<file path="src/rtl/ctmm_pkg.sv">
// Shared CLOOMC types: capability register layout, fault codes and the mSave
// routine's states, plus the C-List slot check used when saving a GT.
package ctmm_pkg;

    localparam int GT_PERM_S_BIT     = 1;
    localparam int CLIST_ENTRY_BYTES = 8;

    typedef struct packed {
        logic [63:0] gt;
        logic [63:0] base;
        logic [63:0] limit;
    } capability_reg_t;

    typedef enum logic [2:0] {
        FAULT_NONE          = 3'd0,
        FAULT_CLIST_INVALID = 3'd1,
        FAULT_NO_SAVE_PERM  = 3'd2,
        FAULT_CLIST_BOUNDS  = 3'd3,
        FAULT_MEM_TIMEOUT   = 3'd4
    } fault_type_t;

    typedef enum logic [2:0] {
        MS_IDLE,
        MS_RD_CLIST,
        MS_CHECK,
        MS_RD_SRC,
        MS_WRITE,
        MS_DONE,
        MS_FAULT
    } msave_state_t;

    // Offset and address arithmetic is 65 bits wide so neither can wrap silently.
    function automatic fault_type_t msave_check(input capability_reg_t c, input logic [7:0] index);
        logic [64:0] off;
        logic [64:0] end_off;
        logic [64:0] sum;
        off     = {54'b0, index, 3'b000};
        end_off = off + 65'(CLIST_ENTRY_BYTES);
        sum     = {1'b0, c.base} + off;
        if (c.gt == 64'b0)
            return FAULT_CLIST_INVALID;
        else if (!c.gt[GT_PERM_S_BIT])
            return FAULT_NO_SAVE_PERM;
        else if (end_off > {1'b0, c.limit})
            return FAULT_CLIST_BOUNDS;
        else if (sum[64])
            return FAULT_CLIST_BOUNDS;
        else
            return FAULT_NONE;
    endfunction

endpackage

</file>
<file path="src/rtl/ctmm_msave.sv">
// mSave micro-routine: stores the GT of a source CR into a C-List slot named
// by a destination CR, behind the sub_start/sub_busy/sub_done handshake.
//
// state     | meaning
// IDLE      | waiting for an armed sub_start
// RD_CLIST  | reading the C-List CR (address cycle, then data cycle)
// CHECK     | acting on the C-List validity/permission/bounds verdict
// RD_SRC    | source CR data arriving; loads the write data
// WRITE     | mem_wr_en held until ack or timeout
// DONE      | success pulse with g_bit_set
// FAULT     | fault pulse, no write performed
module ctmm_msave
    import ctmm_pkg::*;
#(
    parameter int MEM_TIMEOUT = 256
) (
    input  logic            clk,
    input  logic            rst,
    input  logic            sub_start,
    input  logic [3:0]      sub_cr_src,
    input  logic [3:0]      sub_cr_dst,
    input  logic [7:0]      sub_index,
    output logic            sub_busy,
    output logic            sub_done,
    output logic            sub_fault,
    output fault_type_t     sub_fault_type,
    output logic [3:0]      cr_rd_addr,
    input  capability_reg_t cr_rd_data,
    output logic [63:0]     mem_addr,
    output logic            mem_wr_en,
    output logic [63:0]     mem_wr_data,
    input  logic            mem_wr_ack,
    output logic            g_bit_set,
    output logic [63:0]     g_bit_addr
);

    localparam int TW = $clog2(MEM_TIMEOUT);

    msave_state_t state;
    logic         armed;
    logic         rd_phase;
    logic [3:0]   src_q;
    logic [7:0]   idx_q;
    fault_type_t  chk_fault;
    logic [63:0]  chk_addr;
    logic [TW-1:0] tmo_cnt;

    always_ff @(posedge clk) begin
        if (rst) begin
            state          <= MS_IDLE;
            armed          <= 1'b1;
            rd_phase       <= 1'b0;
            src_q          <= '0;
            idx_q          <= '0;
            chk_fault      <= FAULT_NONE;
            chk_addr       <= '0;
            tmo_cnt        <= '0;
            sub_busy       <= 1'b0;
            sub_done       <= 1'b0;
            sub_fault      <= 1'b0;
            sub_fault_type <= FAULT_NONE;
            cr_rd_addr     <= '0;
            mem_addr       <= '0;
            mem_wr_en      <= 1'b0;
            mem_wr_data    <= '0;
            g_bit_set      <= 1'b0;
            g_bit_addr     <= '0;
        end else begin
            sub_done  <= 1'b0;
            sub_fault <= 1'b0;
            g_bit_set <= 1'b0;
            case (state)
                MS_IDLE: begin
                    if (!sub_start) begin
                        armed <= 1'b1;
                    end else if (armed) begin
                        armed      <= 1'b0;
                        src_q      <= sub_cr_src;
                        idx_q      <= sub_index;
                        cr_rd_addr <= sub_cr_dst;
                        rd_phase   <= 1'b0;
                        sub_busy   <= 1'b1;
                        state      <= MS_RD_CLIST;
                    end
                end
                // Second RD_CLIST cycle holds the C-List data; judge it here and
                // switch the read port to src so its data lands in RD_SRC.
                MS_RD_CLIST: begin
                    rd_phase <= 1'b1;
                    if (rd_phase) begin
                        chk_fault  <= msave_check(cr_rd_data, idx_q);
                        chk_addr   <= cr_rd_data.base + {53'b0, idx_q, 3'b000};
                        cr_rd_addr <= src_q;
                        state      <= MS_CHECK;
                    end
                end
                MS_CHECK: begin
                    if (chk_fault != FAULT_NONE) begin
                        sub_fault      <= 1'b1;
                        sub_fault_type <= chk_fault;
                        state          <= MS_FAULT;
                    end else begin
                        mem_addr <= chk_addr;
                        state    <= MS_RD_SRC;
                    end
                end
                MS_RD_SRC: begin
                    mem_wr_data <= cr_rd_data.gt;
                    mem_wr_en   <= 1'b1;
                    tmo_cnt     <= TW'(MEM_TIMEOUT - 1);
                    state       <= MS_WRITE;
                end
                MS_WRITE: begin
                    if (mem_wr_ack) begin
                        mem_wr_en  <= 1'b0;
                        sub_done   <= 1'b1;
                        g_bit_set  <= 1'b1;
                        g_bit_addr <= mem_addr;
                        state      <= MS_DONE;
                    end else if (tmo_cnt == '0) begin
                        mem_wr_en      <= 1'b0;
                        sub_fault      <= 1'b1;
                        sub_fault_type <= FAULT_MEM_TIMEOUT;
                        state          <= MS_FAULT;
                    end else begin
                        tmo_cnt <= tmo_cnt - 1'b1;
                    end
                end
                MS_DONE, MS_FAULT: begin
                    sub_busy <= 1'b0;
                    state    <= MS_IDLE;
                end
                default: state <= MS_IDLE;
            endcase
        end
    end

endmodule
</file>
<file path="config.mk">
export PLATFORM = sky130hd
export DESIGN_NAME = ctmm_msave
export DESIGN_NICKNAME = d
export VERILOG_FILES = /design/src/rtl/ctmm_pkg.sv /design/src/rtl/ctmm_msave.sv
export SDC_FILE = /design/constraint.sdc
export NUM_CORES = 1
export LEC_CHECK = 0
export BUFFER_PORTS_ARGS = -buffer_cell sky130_fd_sc_hd__buf_2
export CORE_ASPECT_RATIO = 1.1
export CORE_UTILIZATION = 25
export CTS_CLUSTER_SIZE = 25
export DETAILED_ROUTE_END_ITERATION = 12
export PLACE_DENSITY = 0.59
export SETUP_SLACK_MARGIN = 0.05
export SYNTH_ARGS = -nofsm -noshare
export SYNTH_HDL_FRONTEND = slang
export SYNTH_SLANG_ARGS = --single-unit
</file>
<file path="constraint.sdc">
create_clock -name clk -period 2.65 [get_ports clk]
set_clock_uncertainty 0.05 [all_clocks]
set_input_delay 0.265 -clock clk [delete_from_list [all_inputs] [get_ports clk]]
set_output_delay 0.265 -clock clk [all_outputs]
set_load 0.02 [all_outputs]
</file>
After elaboration in Yosys (flattened, before gate mapping)
Cells that the tools add are included.
Widths: inputs -> output; s select.
{"block": "classes", "div": 0, "magnitude_cmp": 1, "bitwise_logic": 2, "add_sub_neg": 4, "shifts": 0, "mux": 37, "n_mul": 0, "n_eq_ne": 14, "reduce_logical": 21}
{"cell": "$add 64x11->65", "count": 1}
{"cell": "$add 64x11->64", "count": 1}
{"cell": "$gt 12x64->1", "count": 1}
{"cell": "$logic_not 64->1", "count": 1}
{"cell": "$mux 3", "count": 9}
{"cell": "$mux 8", "count": 2}
{"cell": "$pmux 8 s2", "count": 1}
{"cell": "$pmux 3 s5", "count": 1}
{"cell": "$ne 2x2->1 const B", "count": 7}
{"cell": "$add 11x4->12 const B", "count": 1}
{"cell": "$mux 4", "count": 3}
{"cell": "$reduce_and 3->1", "count": 4}
{"cell": "$reduce_and 4->1", "count": 3}
{"cell": "$mux 1", "count": 11}
{"cell": "$eq 3x3->1 const B", "count": 3}
{"cell": "$logic_not 8->1", "count": 1}
{"cell": "$mux 2", "count": 4}
{"cell": "$pmux 1 s2", "count": 4}
{"cell": "$pmux 4 s2", "count": 1}
{"cell": "$reduce_and 2->1", "count": 4}
{"cell": "$reduce_bool 2->1", "count": 4}
{"cell": "$sub 8x1->8 const B", "count": 1}
{"cell": "$eq 3x2->1 const B", "count": 2}
{"cell": "$pmux 3 s2", "count": 1}
{"cell": "6 further kinds", "count": 8}
{"block": "totals", "ff_bits": 295, "out_inout_bits": 204, "latchBits": 0, "in_bits": 212, "wordCells": 96, "romBits": 0, "mem_bits_rw": 0, "n_memories": 0}

Depth between registers and ports, before layout
{"block": "logic_depth", "depth_word": 5, "mapped_depth": 11, "depth_no_buf": 11}

Least setup slack after synthesis
No wires, ideal clock.
{"block": "synth_path", "path_kind": "register to register", "from": "register idx_q[0]", "to": "register chk_addr[53]", "synth_period_minus_slack_ns": 2.531, "n_path_buf": 1, "setup_ns": 0.091, "arrival_ns": 2.390, "path_slack_ns": 0.119, "t_required_ns": 2.509, "path_stages_with_launch": 10, "cell_sequence": "dfxtp_1 ha_1 inv_1 fa_1 nand2b_1 a211oi_2 o2111ai_1 clkbuf_1 or3_1 a311oi_1"}
{"block": "synth_via", "elab_chain_len": 1}
{"element": "from (decl)", "line_no": "ctmm_msave.sv:43", "text": "logic [7:0] idx_q;"}
{"element": "from (signal assigned)", "line_no": "ctmm_msave.sv:79", "text": "idx_q <= sub_index;"}
{"element": "$add 64x11->64", "line_no": "ctmm_msave.sv:92", "text": "chk_addr <= cr_rd_data.base + {53'b0, idx_q, 3'b000};"}
{"element": "to (signal assigned)", "line_no": "ctmm_msave.sv:92"}
{"element": "to (decl)", "line_no": "ctmm_msave.sv:45", "text": "logic [63:0] chk_addr;"}
No other way between the ends.
A chain may end at the register's enable or synchronous reset.

Worst setup path in the final report
{"block": "layout_path", "from": "register idx_q[0]", "to": "register chk_addr[47]"}
Same word-level chain as after synthesis.

==> results.json <==
{
  "status": "completed",
  "setup_tns_ns": 0,
  "synth.avg_cell_area_um2": 7.89,
  "place_ws_ns": -0.0330,
  "grt_max_degree": 88,
  "antenna_found_initial": 7,
  "clkSinkCount": 294,
  "drtAntennaViolNets": 0,
  "critical_path.top_delay_family": "compound AO/OA/AOI/OAI gates",
  "crit_slowest_cell": "dfxtp_4",
  "critPathCaptureType": "flip-flop",
  "vdd_ir_drop_max_mv": 0.417,
  "fin_nets": 2289,
  "path_cells": "ha_4 > inv_1 > fa_2 > nand2b_4 > a211oi_2 > buf_4 > o2111ai_4 > buf_6 > or3_1 > a311oi_1",
  "wirelength_um": 44600,
  "muxShareOfSynthArea": 0.00497,
  "path_class": "flip-flop to flip-flop",
  "synth-edff-count": 0,
  "cts_tree": "yes",
  "clk_path_buf_depth": 3,
  "synth-xor-area-share": 0.0426,
  "cp_num_buf_inv": 3,
  "numCtsBuffers": 35,
  "grt_setup_unrepaired": "true",
  "root_buffer": "clkbuf_16",
  "synth-adder-area-share": 0.0209,
  "max_freq_mhz": 400,
  "area_growth_pct": 41.8,
  "syn-num-nets": 1795,
  "hp-class": "input pin to flip-flop",
  "ys_seq_area_frac": 0.477,
  "syn_inst": 1563,
  "synthArstFlopShare": 0,
  "io_buffers": 415,
  "dr.pass1.iters": 5,
  "synth_top_family_by_area": "simple AND/OR/NAND/NOR gates",
  "initial_utilization": 0.253,
  "drv_cap": 0,
  "syn_area_um2": 12300,
  "synth-simple-area-share": 0.251,
  "ys_types": 62,
  "drc": 0,
  "ys_ff_latch": 294,
  "grt_pass1_vias": 12277,
  "synth-compound-area-share": 0.161,
  "die_h_um": 235,
  "worst_pin_slew_ns": 0.652,
  "die_area_um2": 50200,
  "finalCritPeriodShare": 0.943,
  "power_density_nw_per_um2": 665,
  "layout-drive-gt1-share": 0.265,
  "synthFlopType": "dfxtp_1",
  "worst_slack_ns": 0.150,
  "cp-start-kind": "flip-flop",
  "wire_per_inst_um": 16.3,
  "cts-htree-levels": 2,
  "viasPerCell": 4.67,
  "slowest_delay_ns": 0.37,
  "top_level_ports": 416,
  "coreArea_um2": 48800,
  "slew-limit-headroom": 0.561,
  "drtIter0Drc": 700,
  "dp_hpwl_um": 32500,
  "grt_overflow": 0,
  "worstPathMaxFanout": 6,
  "yosys_warnings": 0,
  "clk_latency_ns": 0.53,
  "fin_worst_hold_slack_ns": 0.0362,
  "num_rows": 85,
  "slew_violations": 0,
  "critical_path_required_ns": 3.04,
  "setup_viol": 0,
  "finalPower_w": 0.0116,
  "gp_congestion": 0.849,
  "via_count": 12767,
  "num-fill-cells": 5069,
  "grt_use_total": 0.170,
  "p_leak_nw": 6.96,
  "clk_pin_slew_ns": 0.06,
  "layout_min_cycle_time_ns": 2.50,
  "hold_viol_final": 0,
  "grt_pass1_wl_um": 66000,
  "die_x_um": 214,
  "arrival_ns": 2.89
}
[kinds of logic after synthesis]
kind of cell               count (synthesis)
and+or+nand+nor                          711
muxes                                      6
DFF                                      294
xor gates and xnor gates                  60
buffers and inverters                    125
adders and majority gates                 20
AOI/OAI and AO/OA                        347
[area by class of cell]
class	instances	area, µm²	share of cell area
Clock inverter	11	118	0.00672
Inverter	22	82.6	0.00472
Tap cell	652	816	0.0466
Timing Repair Buffer	560	3530	0.202
Sequential cell	294	5890	0.337
Antenna cell	4	10.0	0.000572
Multi-Input combinational cell	1144	6060	0.346
Clock buffer	46	990	0.0566
[tightest hold or removal path: cells and delay by family]
kind	cells	cell delay [ns]
buffers and inverters	1	0.10
and+or+nand+nor	1	0.13
AOI/OAI and AO/OA	1	0.08
[synth_stat cells (4+ instances only)]
cell       instances  area (µm²)
nor3_1            16        80.1
inv_1             22        82.6
o21ai_0           16        80.1
xnor2_1           28         245
dfxtp_1          294        5890
nor2_1            91         342
ha_1              19         238
o2111ai_1          4        35.0
or3_1             15        93.8
nand4_1           30         188
o21ai_1            5        25.0
mux2i_1            5        50.1
nand2_1          456        1710
and3_1             8        50.1
nor4_1            38         238
a31oi_1            4        25.0
a21oi_1          238        1190
a21o_1             5        37.5
a211oi_1          52         390
buf_2              4        20.0
a311oi_1          10        87.6
nand3_1           23         115
buf_1              9        33.8
clkbuf_1          83         312
nand2b_1           4        25.0
xor2_1            32         280
[flip-flops by register name (all words and copies together) (netlist names)]
| register | cells |
|---|---|
| armed | 1 |
| mem_wr_data | 64 |
| state | 3 |
| g_bit_addr | 64 |
| cr_rd_addr | 4 |
| chk_fault | 2 |
| src_q | 4 |
| idx_q | 8 |
| g_bit_set | 1 |
| sub_busy | 1 |
| mem_wr_en | 1 |
| tmo_cnt | 8 |
| chk_addr | 64 |
| sub_fault_type | 3 |
| sub_fault | 1 |
| mem_addr | 64 |
| rd_phase | 1 |
[power by group]
| group | total, W | internal (W) | switching (W) |
|---|---|---|---|
| Combinational | 0.00205 | 0.000833 | 0.00122 |
| Clock | 0.00471 | 0.00282 | 0.00189 |
| Sequential | 0.00488 | 0.00468 | 0.000207 |
[cell usage in the layout (no fill, tap or decap), types with 4 or more instances in the layout]
| cell | Yosys | final |
|---|---|---|
| ha_1 | 19 | 18 |
| dfxtp_1 | 294 | 290 |
| clkbuf_16 | 0 | 37 |
| o21ai_1 | 5 | 5 |
| a211oi_1 | 52 | 52 |
| nand2_1 | 456 | 454 |
| nor2_1 | 91 | 89 |
| buf_2 | 4 | 415 |
| xor2_1 | 32 | 32 |
| a31oi_1 | 4 | 4 |
| nand3_1 | 23 | 22 |
| buf_4 | 1 | 34 |
| a21o_1 | 5 | 5 |
| nor4_2 | 1 | 5 |
| a21oi_1 | 238 | 238 |
| or3_1 | 15 | 15 |
| xnor2_1 | 28 | 28 |
| diode_2 | 0 | 4 |
| clkbuf_1 | 83 | 6 |
| inv_1 | 22 | 22 |
| clkinv_2 | 0 | 5 |
| nor3_1 | 16 | 15 |
| and3_1 | 8 | 7 |
| nand4_1 | 30 | 30 |
| buf_12 | 0 | 8 |
| o21ai_0 | 16 | 16 |
| mux2i_1 | 5 | 5 |
| a311oi_1 | 10 | 7 |
| nor4_1 | 38 | 33 |
| dlygate4sd3_1 | 0 | 101 |
[timing repair]
action / CTS / global route
cloned: 0 / 1
hold buffers: 100 / 1
buffers inserted: 0 / 4
endpoints found under the hold margin: 101 / 1
gates resized for setup: 3 / 23
setup endpoints to repair: 11 / 22
pin swaps: 0 / 5
[stage by stage]
step                std cells  area (µm²)   util
floorplan                1563       12300      -
global placement         2566       15200  0.312
detailed placement       2566       15200  0.312
CTS                      2723       17300  0.355
global route             2732       17500  0.358
finish                   2733       17500  0.358
[worst paths after layout]
kind	start	to	slack [ns]	cells past startpoint
worst max register to register	idx_q[0]	chk_addr[47]	0.15	10
worst min-delay path	sub_index[3]	idx_q[3]	0.04	3
worst max-delay path	idx_q[0]	chk_addr[47]	0.15	10
worst min register to register	chk_addr[12]	mem_addr[12]	0.40	2
[routing by layer]
| metal | track usage | routed length (µm) | vias to the layer above |
|---|---|---|---|
| li1 | - | - | 6331 |
| met1 | 0.188 | 17800 | 5919 |
| met2 | 0.299 | 21700 | 411 |
| met3 | 0.0425 | 3240 | 98 |
| met4 | 0.0827 | 1810 | 8 |
| met5 | 0 | 49 | - |
No activity file was read; power rests on OpenSTA's default activity.
